`src/rtl/vita_sync_pkg.sv`:
```
// Shared word-framing definitions for the VITA serial lanes.
// Holds the sync-code width, the 16-bit sync codes for every word type,
// the word-type enum, and a helper that maps a word type to its sync code.
// The capture-side sync decoder imports the same package, so both ends
// always agree on the framing.
package vita_sync_pkg;

  localparam int SYNC_W = 16;

  localparam logic [SYNC_W-1:0] CODE_FS  = 16'hAA01;
  localparam logic [SYNC_W-1:0] CODE_FE  = 16'hAA02;
  localparam logic [SYNC_W-1:0] CODE_LS  = 16'hAA04;
  localparam logic [SYNC_W-1:0] CODE_LE  = 16'hAA08;
  localparam logic [SYNC_W-1:0] CODE_IMG = 16'hAA10;
  localparam logic [SYNC_W-1:0] CODE_ID  = 16'hAA20;
  localparam logic [SYNC_W-1:0] CODE_TR  = 16'h5555;

  typedef enum logic [2:0] {
    WT_TR  = 3'd0,
    WT_FS  = 3'd1,
    WT_FE  = 3'd2,
    WT_LS  = 3'd3,
    WT_LE  = 3'd4,
    WT_IMG = 3'd5,
    WT_ID  = 3'd6
  } word_t;

  function automatic logic [SYNC_W-1:0] sync_code(input word_t wt);
    case (wt)
      WT_FS:   sync_code = CODE_FS;
      WT_FE:   sync_code = CODE_FE;
      WT_LS:   sync_code = CODE_LS;
      WT_LE:   sync_code = CODE_LE;
      WT_IMG:  sync_code = CODE_IMG;
      WT_ID:   sync_code = CODE_ID;
      default: sync_code = CODE_TR;
    endcase
  endfunction

endpackage

```
`src/rtl/vita_word_ser.sv`:
```
// Word serialiser for the VITA lanes.
// Loads a {sync code, 64-bit word} pair on the cycle that becomes nib 0 of a
// word period, then shifts out one sync bit (MSB first) and one data nibble
// ([63:60] first) per pclock for 16 cycles.
// Ports:
//   pclock  in   clock, rising edge
//   reset   in   synchronous active-high reset
//   load    in   take code/word on this edge (next cycle shows their MSBs)
//   code    in   16-bit sync code of the next word
//   word    in   64-bit payload of the next word
//   sync    out  sync lane bit (register bit)
//   data    out  data lane nibble (register bits)
module vita_word_ser
  import vita_sync_pkg::*;
(
  input  logic              pclock,
  input  logic              reset,
  input  logic              load,
  input  logic [SYNC_W-1:0] code,
  input  logic [63:0]       word,
  output logic              sync,
  output logic [3:0]        data
);

  logic [SYNC_W-1:0] code_q, code_d;
  logic [63:0]       word_q, word_d;

  always_comb begin
    if (load) begin
      code_d = code;
      word_d = word;
    end else begin
      code_d = {code_q[SYNC_W-2:0], 1'b0};
      word_d = {word_q[59:0], 4'h0};
    end
  end

  // Reset leaves a TR word at nib 0 on the lanes; TR's MSB is 0, so the
  // lanes read 0 immediately after reset and the idle stream continues.
  always_ff @(posedge pclock) begin
    if (reset) begin
      code_q <= CODE_TR;
      word_q <= '0;
    end else begin
      code_q <= code_d;
      word_q <= word_d;
    end
  end

  assign sync = code_q[SYNC_W-1];
  assign data = word_q[63:60];

endmodule

```
`src/rtl/vita_stream_gen.sv`:
```
// VITA stream generator: sensor-side emulator for the capture path.
// Reads stored frames from a 64-bit frame buffer and serialises them as
// START, ID, IMG x WORDS_PER_LINE, END, TR x HBLANK_WORDS per line, followed
// by VBLANK_LINES all-TR lines. One word period is 16 pclocks.
// Ports:
//   pclock      in   pixel clock
//   reset       in   synchronous active-high reset
//   enable      in   frame request, sampled only at frame boundaries
//   base_addr   in   buffer address of pixel word 0, latched at frame start
//   r_addr      out  frame buffer read address
//   r_en        out  read strobe, r_data valid the following cycle
//   r_data      in   frame buffer read data
//   sync        out  sync lane
//   data        out  data lane
//   busy        out  high from first FS cycle through last VBLANK cycle
//   frame_done  out  pulse on the last cycle of the final VBLANK word
module vita_stream_gen
  import vita_sync_pkg::*;
#(
  parameter int WORDS_PER_LINE = 240,
  parameter int NUM_LINES      = 1080,
  parameter int HBLANK_WORDS   = 4,
  parameter int VBLANK_LINES   = 2
) (
  input  logic        pclock,
  input  logic        reset,
  input  logic        enable,
  input  logic [18:0] base_addr,
  output logic [18:0] r_addr,
  output logic        r_en,
  input  logic [63:0] r_data,
  output logic        sync,
  output logic [3:0]  data,
  output logic        busy,
  output logic        frame_done
);

  localparam int LINE_LEN = WORDS_PER_LINE + 3 + HBLANK_WORDS;
  localparam int WC_W     = ($clog2(LINE_LEN) < 1) ? 1 : $clog2(LINE_LEN);
  localparam int LC_W     = ($clog2(NUM_LINES + VBLANK_LINES) < 1) ? 1
                                                                   : $clog2(NUM_LINES + VBLANK_LINES);

  localparam logic [WC_W-1:0] PIX_LAST = WC_W'(WORDS_PER_LINE - 1);
  localparam logic [WC_W-1:0] HB_LAST  = WC_W'(HBLANK_WORDS - 1);
  localparam logic [WC_W-1:0] LL_LAST  = WC_W'(LINE_LEN - 1);
  localparam logic [LC_W-1:0] IMG_LAST_LINE   = LC_W'(NUM_LINES - 1);
  localparam logic [LC_W-1:0] FRAME_LAST_LINE = LC_W'(NUM_LINES + VBLANK_LINES - 1);

  localparam logic [2:0] ST_IDLE   = 3'd0;
  localparam logic [2:0] ST_START  = 3'd1;
  localparam logic [2:0] ST_ID     = 3'd2;
  localparam logic [2:0] ST_PIX    = 3'd3;
  localparam logic [2:0] ST_END    = 3'd4;
  localparam logic [2:0] ST_HBLANK = 3'd5;
  localparam logic [2:0] ST_VBLANK = 3'd6;

  logic [2:0]      state_q, state_d;
  logic [3:0]      nib_q, nib_d;
  logic [WC_W-1:0] wcnt_q, wcnt_d;
  logic [LC_W-1:0] line_q, line_d;
  logic [18:0]     addr_q, addr_d;       // address of the next read
  logic [18:0]     r_addr_q, r_addr_d;
  logic            r_en_q, r_en_d;
  logic            rd_dly_q, rd_dly_d;   // r_data is valid while this is high
  logic [63:0]     prefetch_q, prefetch_d;
  logic            busy_q, busy_d;
  logic            frame_done_q, frame_done_d;

  logic              start_frame;
  logic              ser_load;
  word_t             ld_type;
  logic [63:0]       ld_word;
  logic [SYNC_W-1:0] ld_code;

  always_comb begin
    state_d      = state_q;
    nib_d        = nib_q + 4'd1;
    wcnt_d       = wcnt_q;
    line_d       = line_q;
    addr_d       = addr_q;
    r_addr_d     = r_addr_q;
    r_en_d       = 1'b0;
    rd_dly_d     = r_en_q;
    prefetch_d   = prefetch_q;
    busy_d       = busy_q;
    frame_done_d = 1'b0;
    start_frame  = 1'b0;
    ser_load     = 1'b0;
    ld_type      = WT_TR;
    ld_word      = '0;

    if (rd_dly_q) prefetch_d = r_data;

    // Registered, so raise it one cycle early to land on nib 15.
    if (state_q == ST_VBLANK && wcnt_q == LL_LAST && line_q == FRAME_LAST_LINE &&
        nib_q == 4'd14)
      frame_done_d = 1'b1;

    if (nib_q == 4'd15) begin
      ser_load = 1'b1;
      case (state_q)
        ST_IDLE:  if (enable) start_frame = 1'b1;
        ST_START: state_d = ST_ID;
        ST_ID: begin
          state_d = ST_PIX;
          wcnt_d  = '0;
        end
        ST_PIX: begin
          if (wcnt_q == PIX_LAST) state_d = ST_END;
          else                    wcnt_d  = wcnt_q + WC_W'(1);
        end
        ST_END: begin
          state_d = ST_HBLANK;
          wcnt_d  = '0;
        end
        ST_HBLANK: begin
          if (wcnt_q == HB_LAST) begin
            wcnt_d  = '0;
            line_d  = line_q + LC_W'(1);
            state_d = (line_q == IMG_LAST_LINE) ? ST_VBLANK : ST_START;
          end else begin
            wcnt_d = wcnt_q + WC_W'(1);
          end
        end
        ST_VBLANK: begin
          if (wcnt_q == LL_LAST) begin
            wcnt_d = '0;
            // The line counter keeps counting through the blanking lines.
            if (line_q == FRAME_LAST_LINE) begin
              if (enable) start_frame = 1'b1;
              else        state_d     = ST_IDLE;
            end else begin
              line_d = line_q + LC_W'(1);
            end
          end else begin
            wcnt_d = wcnt_q + WC_W'(1);
          end
        end
        default: state_d = ST_IDLE;
      endcase

      if (start_frame) begin
        state_d = ST_START;
        line_d  = '0;
        wcnt_d  = '0;
        addr_d  = base_addr;
      end

      busy_d = (state_d != ST_IDLE);

      case (state_d)
        ST_START: ld_type = (line_d == '0) ? WT_FS : WT_LS;
        ST_ID: begin
          ld_type = WT_ID;
          ld_word = 64'(line_d);
        end
        ST_PIX: begin
          ld_type = WT_IMG;
          ld_word = prefetch_q;
        end
        ST_END:  ld_type = (line_d == IMG_LAST_LINE) ? WT_FE : WT_LE;
        default: ld_type = WT_TR;
      endcase

      // Each read prefetches the next IMG word, so the last IMG word of a
      // line issues none and the ID word issues the first.
      if (state_d == ST_ID || (state_d == ST_PIX && wcnt_d != PIX_LAST)) begin
        r_en_d   = 1'b1;
        r_addr_d = addr_q;
        addr_d   = addr_q + 19'd1;
      end
    end
  end

  always_ff @(posedge pclock) begin
    if (reset) begin
      state_q      <= ST_IDLE;
      nib_q        <= '0;
      wcnt_q       <= '0;
      line_q       <= '0;
      addr_q       <= '0;
      r_addr_q     <= '0;
      r_en_q       <= 1'b0;
      rd_dly_q     <= 1'b0;
      prefetch_q   <= '0;
      busy_q       <= 1'b0;
      frame_done_q <= 1'b0;
    end else begin
      state_q      <= state_d;
      nib_q        <= nib_d;
      wcnt_q       <= wcnt_d;
      line_q       <= line_d;
      addr_q       <= addr_d;
      r_addr_q     <= r_addr_d;
      r_en_q       <= r_en_d;
      rd_dly_q     <= rd_dly_d;
      prefetch_q   <= prefetch_d;
      busy_q       <= busy_d;
      frame_done_q <= frame_done_d;
    end
  end

  assign ld_code = sync_code(ld_type);

  vita_word_ser u_ser (
    .pclock (pclock),
    .reset  (reset),
    .load   (ser_load),
    .code   (ld_code),
    .word   (ld_word),
    .sync   (sync),
    .data   (data)
  );

  assign r_addr     = r_addr_q;
  assign r_en       = r_en_q;
  assign busy       = busy_q;
  assign frame_done = frame_done_q;

endmodule

```
`config.mk`:
```
export PLATFORM = sky130hd
export DESIGN_NAME = vita_stream_gen
export DESIGN_NICKNAME = d
export VERILOG_FILES = /design/src/rtl/vita_sync_pkg.sv /design/src/rtl/vita_word_ser.sv /design/src/rtl/vita_stream_gen.sv
export SDC_FILE = /design/constraint.sdc
export NUM_CORES = 1
export LEC_CHECK = 0
export CELL_PAD_IN_SITES_DETAIL_PLACEMENT = 0
export CELL_PAD_IN_SITES_GLOBAL_PLACEMENT = 1
export CORE_MARGIN = 3
export CORE_UTILIZATION = 27
export DETAILED_ROUTE_END_ITERATION = 7
export GPL_TIMING_DRIVEN = 0
export PLACE_DENSITY = 0.53
export SLEW_MARGIN = 20
export SYNTH_ARGS = -nofsm -noshare
export SYNTH_HDL_FRONTEND = slang
export SYNTH_HIERARCHICAL = 1
export SYNTH_SLANG_ARGS = --single-unit
```
`constraint.sdc`:
```
create_clock -name pclock -period 3.9 [get_ports pclock]
set_input_delay 0.78 -clock pclock [delete_from_list [all_inputs] [get_ports pclock]]
set_output_delay 0.78 -clock pclock [all_outputs]
set_load 0.05 [all_outputs]
```
---- Word level (Yosys, flattened, before mapping) ----
Index checks and enable logic that the tools add are counted.
cells by class
  $lt $le $gt $ge ......................... 0
  multiplexer cells ....................... 40
  $mul .................................... 0
  $add $sub $neg .......................... 4
  div/mod/pow operators ................... 0
  equality and inequality tests ........... 25
  bitwise logic cells ..................... 2
  reduce and logical (&&, ||, !) cells .... 14
  shift-type cells ........................ 0
operators with widths
  kind                     count
  $mux W64                 2
  $pmux W64 S2             1
  $pmux W16 S6             1
  $mux W11                 5
  $mux W8                  5
  $mux W19                 2
  $eq A11 B11 Y1 const B   3
  $pmux W8 S4              1
  $mux W3                  10
  $pmux W11 S2             1
  $eq A3 B3 Y1 const B     7
  $pmux W3 S7              1
  $add A19 B1 Y19 const B  1
  $eq A3 B2 Y1 const B     6
  $eq A8 B8 Y1 const B     2
  $mux W16                 1
  $pmux W3 S4              1
  $add A11 B1 Y11 const B  1
  $logic_not A11 Y1        1
  $eq A3 B1 Y1 const B     3
  $add A8 B1 Y8 const B    1
  $eq A4 B4 Y1 const B     2
  $eq A8 B2 Y1 const B     1
  $ne A8 B8 Y1 const B     1
  13 further kinds         25
word-level totals
  word-level logic and storage cells ...... 99
  latch bits .............................. 0
  memories ................................ 0
  output and inout bits ................... 27
  input port bits ......................... 86
  ROM bits ................................ 0
  register bits after elaboration ......... 212
  RAM bits ................................ 0

---- Longest topological paths before layout ----
  depth after elaboration ................. 14
  depth in mapped cells ................... 14
  depth with buffers taken out ............ 12

---- Cells and area by module ----
The synthesis kept the hierarchy.
modules (own cells, without submodules)
  module           cells each  area an instance (um^2)  sequential area each (um^2)  times used
  vita_stream_gen  831         7104.3                   2642.5                       1
  vita_word_ser    257         2911.5                   1601.5                       1

---- Worst setup path before layout ----
Ideal clock, no wire load.
  path kind ............................... register to register
  start point ............................. register line_q[6]
  end point ............................... register u_ser.code_q[10]
  arrival ................................. 2726 ps
  clock period less this slack ............ 2846 ps
  library setup time ...................... 120 ps
  slack ................................... 1054 ps
  required time ........................... 3780 ps
  path buffers ............................ 0
  stages on the path, launching flop included .. 9
  cell sequence ........................... dfxtp_1 -> or3_4 -> or3_4 -> o31ai_4 -> nor3_1 -> or3_1 -> a21oi_1 -> inv_1 -> a211o_2
on the way
  word-level cells in the longest chain between the ends .. 14
  elaborated cells on any way between the ends .. 38
  those cells by class .................... add/sub (1); eq/ne (13); mux (23); reduce/logical (1)
RTL lines
  what                                                     line                    source
  from (decl)                                              vita_stream_gen.sv:60   logic [LC_W-1:0] line_q, line_d;
  from (signal assigned)                                   vita_stream_gen.sv:192  line_q <= line_d;
  branches (longest 9 deep; another with $add A11 B1 Y11)  -
  $pmux W3 S4 (*)                                          vita_stream_gen.sv:151  case (state_d)
  $mux W3 (*)                                              vita_stream_gen.sv:99   if (nib_q == 4'd15) begin
  $eq A3 B3 Y1 (tied with other cells)                     vita_sync_pkg.sv:29     case (wt)
  $pmux W16 S6 (*)                                         vita_sync_pkg.sv:29
  named net ld_code[10]                                    vita_stream_gen.sv:73   logic [SYNC_W-1:0] ld_code;
  $mux W16 (*)                                             vita_word_ser.sv:29     if (load) begin
  to (signal assigned)                                     vita_word_ser.sv:45     code_q <= code_d;
  to (decl)                                                vita_word_ser.sv:25     logic [SYNC_W-1:0] code_q, code_d;
Mark *: on every way through the listed nets, which the timed path passes. The select of a mux whose other input is x is not followed.
A chain may end at the register's enable or synchronous reset.

---- Final worst setup path ----
  start point ............................. register wcnt_q[1]
  end point ............................... register u_ser.word_q[11]
on the way
  word-level cells in the longest chain between the ends .. 10
  elaborated cells on any way between the ends .. 17
  those cells by class .................... eq/ne (5); mux (12)
RTL lines
  what                    line                    source
  from (decl)             vita_stream_gen.sv:59   logic [WC_W-1:0] wcnt_q, wcnt_d;
  from (signal assigned)  vita_stream_gen.sv:191  wcnt_q <= wcnt_d;
  $eq A8 B8 Y1            vita_stream_gen.sv:126  if (wcnt_q == LL_LAST) begin
  $mux W1                 vita_stream_gen.sv:126
  $pmux W1 S2             vita_stream_gen.sv:101  case (state_q)
  $mux W1                 vita_stream_gen.sv:99
  $mux W3 (*)             vita_stream_gen.sv:142  if (start_frame) begin
  $mux W3 (*)             vita_stream_gen.sv:99
  $eq A3 B2 Y1            vita_stream_gen.sv:151
  $pmux W64 S2 (*)        vita_stream_gen.sv:151
  $mux W64 (*)            vita_stream_gen.sv:99
  named net ld_word[11]   vita_stream_gen.sv:72   logic [63:0] ld_word;
  $mux W64 (*)            vita_word_ser.sv:29
  to (signal assigned)    vita_word_ser.sv:46     word_q <= word_d;
  to (decl)               vita_word_ser.sv:26     logic [63:0] word_q, word_d;
Mark *: on every way through the listed nets, which the timed path passes. The rest lies on a longest branch. The select of a mux whose other input is x is not followed.

==> flow_summary.toml <==
[flow_run]
cap_violations = 0

[cts]
cts_buffers = 27
h-tree-depth = 1
clock_latency_ns = 0.55
hold_buffers = 0
cts_tree = "done"
ctsResizeCount = 0
cts_root_buf = "clkbuf_16"
clockBufferDepth = 3
clkSlewWorstSetupHoldPaths_ns = 0.06
cts.sinks = 212

[routing]
ant_nets = 0
drt_first_pass_iters = 5
drc = 0
routed_wl_um = 30600
wl_per_cell_um = 17.9
vias_per_cell = 4.72
drt_iter0_markers = 506
vias = 8085

[hold_path]
hold_path_end = "u_ser/word_q[37]"
min_delay_path_depth = 2
hp-start = "u_ser/word_q[33]"
hp-class = "flip-flop to flip-flop"

[timing]
worstMarginPinSlew_ns = 0.988
setup_tns_ns = 0
grt_setup_unrepaired = "no"
period_share = 0.918
holdWs_ns = 0.458
finalClockSkew_ns = 0.0218
drv_slew = 0
fmax_ghz = 0.279
relSlewSlack = 0.341
fin_crit_ns = 3.58
finalHoldViolCount = 0
finalSetupViolCount = 0

[global_routing]
grt_pass1_wl_um = 47300
overflow = 0
grt_pass1_vias = 8038
antenna_found_initial = 1
track_usage = 0.151
grt_max_degree = 15

[critical_path]
worstSetupStartpointType = "flip-flop"
max_stage_delay_ns = 0.53
cp.arrival_ns = 4.00
cp-end-kind = "flip-flop"
regToRegStartpoint = "wcnt_q[1]"
r2r-end = "u_ser/word_q[11]"
required_ns = 4.32
slowest_stage = "nor3_1"
crit_type = "flip-flop to flip-flop"
cp_max_fo = 10
crit_path_start = "wcnt_q[1]"
path_cells = "ha_1 -> nand3_1 -> nor3_1 -> o22ai_1 -> a21oi_1 -> nor4b_4 -> buf_4 -> clkbuf_1 -> and2_1 -> mux2i_1 -> nor2_1"
rr_worst_depth = 11
reg2reg_slack_ns = 0.32

[outcome]
status = "completed"

[placement]
dp_cells = 1661
dp_hpwl_um = 21800
gp_congestion = 0.822
port_buffers = 112

[synth]
synth_largest_area_cell = "dfxtp_1"
yosysWarnings = 6
synth.avg_cell_area_um2 = 9.21
syn_inst = 1088
synth-seq-cells = 212
synth_seq_area_share = 0.424
synth_ff_type = "dfxtp_1"
yosys.area.top_type_share = 0.424
synth.area.top_cells = "dfxtp_1 (42%), mux2i_1 (15%), nor2_1 (7.6%)"
synth_cell_types = 84
synthesis.nets = 1181
syn_area_um2 = 10000
synth-edff-count = 0
postSynth.asyncResetShare = 0

[floorplan]
core_um2 = 36100
io_pins = 113
fp.dieH_um = 199
std_cell_rows = 69
start_util = 0.278
dieArea_um2 = 39400
die_width_um = 199

[finish]
layout-drive-gt1-share = 0.106
stdcell_count = 1714
diodes = 0
area_growth_pct = 26.6
utilization = 0.352
final_nets = 1327

[pwr]
powerDensity_nw_per_um2 = 390
p_leak_nw = 4.24
peakVddDrop_mv = 0.290
==> synth_stat cells, types with 16 or more instances <==
master,count
clkbuf_1,33
and2_1,59
nand2b_1,16
nor2_1,203
nor3_1,31
a21oi_1,58
nand3_1,20
mux2i_1,152
nand2_1,40
buf_2,16
o21ai_0,27
dfxtp_1,212
==> registers in the layout, indices dropped and copies added, names as in the netlist <==
name / count
prefetch_q: 64
frame_done: 1
addr_q: 19
u_ser/code_q: 16
nib_q: 4
r_addr: 19
busy: 1
u_ser/word_q: 64
line_q: 11
wcnt_q: 8
r_en: 1
rd_dly_q: 1
state_q: 3
==> power breakdown <==
group | switching [mW] | internal [mW]
clock network | 0.988 | 1.57
registers | 0.00490 | 2.18
logic | 0.0960 | 0.104
==> how the worst max path moves through the flow <==
stage | to | slack [ns]
floorplan | u_ser/code_q[10] | 1.05
global placement | prefetch_q[27] | -0.03
detailed placement | prefetch_q[25] | 0.04
CTS | u_ser/word_q[13] | 0.02
global route | u_ser/code_q[3] | 0.1
finish | u_ser/word_q[11] | 0.32
==> per-stage QoR <==
step | area, µm² | setup slack [ns] | total power [mW]
floorplan | 10000 | 1.05 | 2.30
global placement | 11700 | -0.0346 | 2.44
detailed placement | 11700 | 0.0386 | 2.44
CTS | 12600 | 0.0167 | 5.04
global route | 12700 | 0.0954 | 5.12
finish | 12700 | 0.320 | 4.94
==> area by class of cell <==
cell class,count,area (µm²)
fill,3787,23400
multi-input combinational,783,5190
sequential,212,4240
timing repair buffer,117,1170
clock buffer,38,767
tap,461,577
buffer,83,551
clock inverter,10,148
inverter,10,37.5
==> worst max-delay path, delay by kind of cell, from the launching register on <==
family	cells	cell delay (ns)
fa+ha+maj	1	0.36
buf+inv	2	0.38
compound gates	2	0.88
mux	1	0.23
simple gates	5	1.15
flops	1	0.44
==> cells in the final DEF, fill, tap and decap left out, drive strengths merged, types with 4 or more instances in the layout <==
cell	instances
nor4	13
nand2b	16
or2	8
a211oi	5
or3	7
inv	10
nand3b	7
ha	7
nor3	32
xnor2	8
dfxtp	212
nor2b	11
a21oi	60
nand4	7
o32ai	12
a21o	6
o31ai	7
and2	61
clkinv	4
clkdlybuf4s50	112
a211o	9
mux2i	152
nor4b	6
buf	54
nor2	204
and3	5
o21ai	27
nand3	22
clkbuf	71
nand2	41
==> cells by family (layout without fill, tap and decap cells) <==
kind of cell    after synthesis  count (layout)  synth area share
compound gates              154             154             0.111
other cells                   1               1          0.000374
xor+xnor                     11              11           0.00962
buf+inv                      93             258            0.0587
fa+ha+maj                     7               7           0.00874
mux                         154             154             0.154
flops                       212             212             0.424
simple gates                456             456             0.234
==> routing by layer <==
metal | routed length [µm] | part of all wire | GRT usage | vias to the layer above
met5 | 11 | 0.00036 | 0 | -
met4 | 668 | 0.022 | 0.0388 | 2
met3 | 1360 | 0.044 | 0.0256 | 46
met2 | 13500 | 0.44 | 0.239 | 169
met1 | 15100 | 0.49 | 0.215 | 3786
li1 | - | - | - | 4082
==> what timing repair did <==
item,in CTS,in global routing
setup endpoints to repair,0,49
endpoints found under the hold margin,0,0
buffers inserted,0,5
Note: power is estimated with default switching activity, not from simulation.
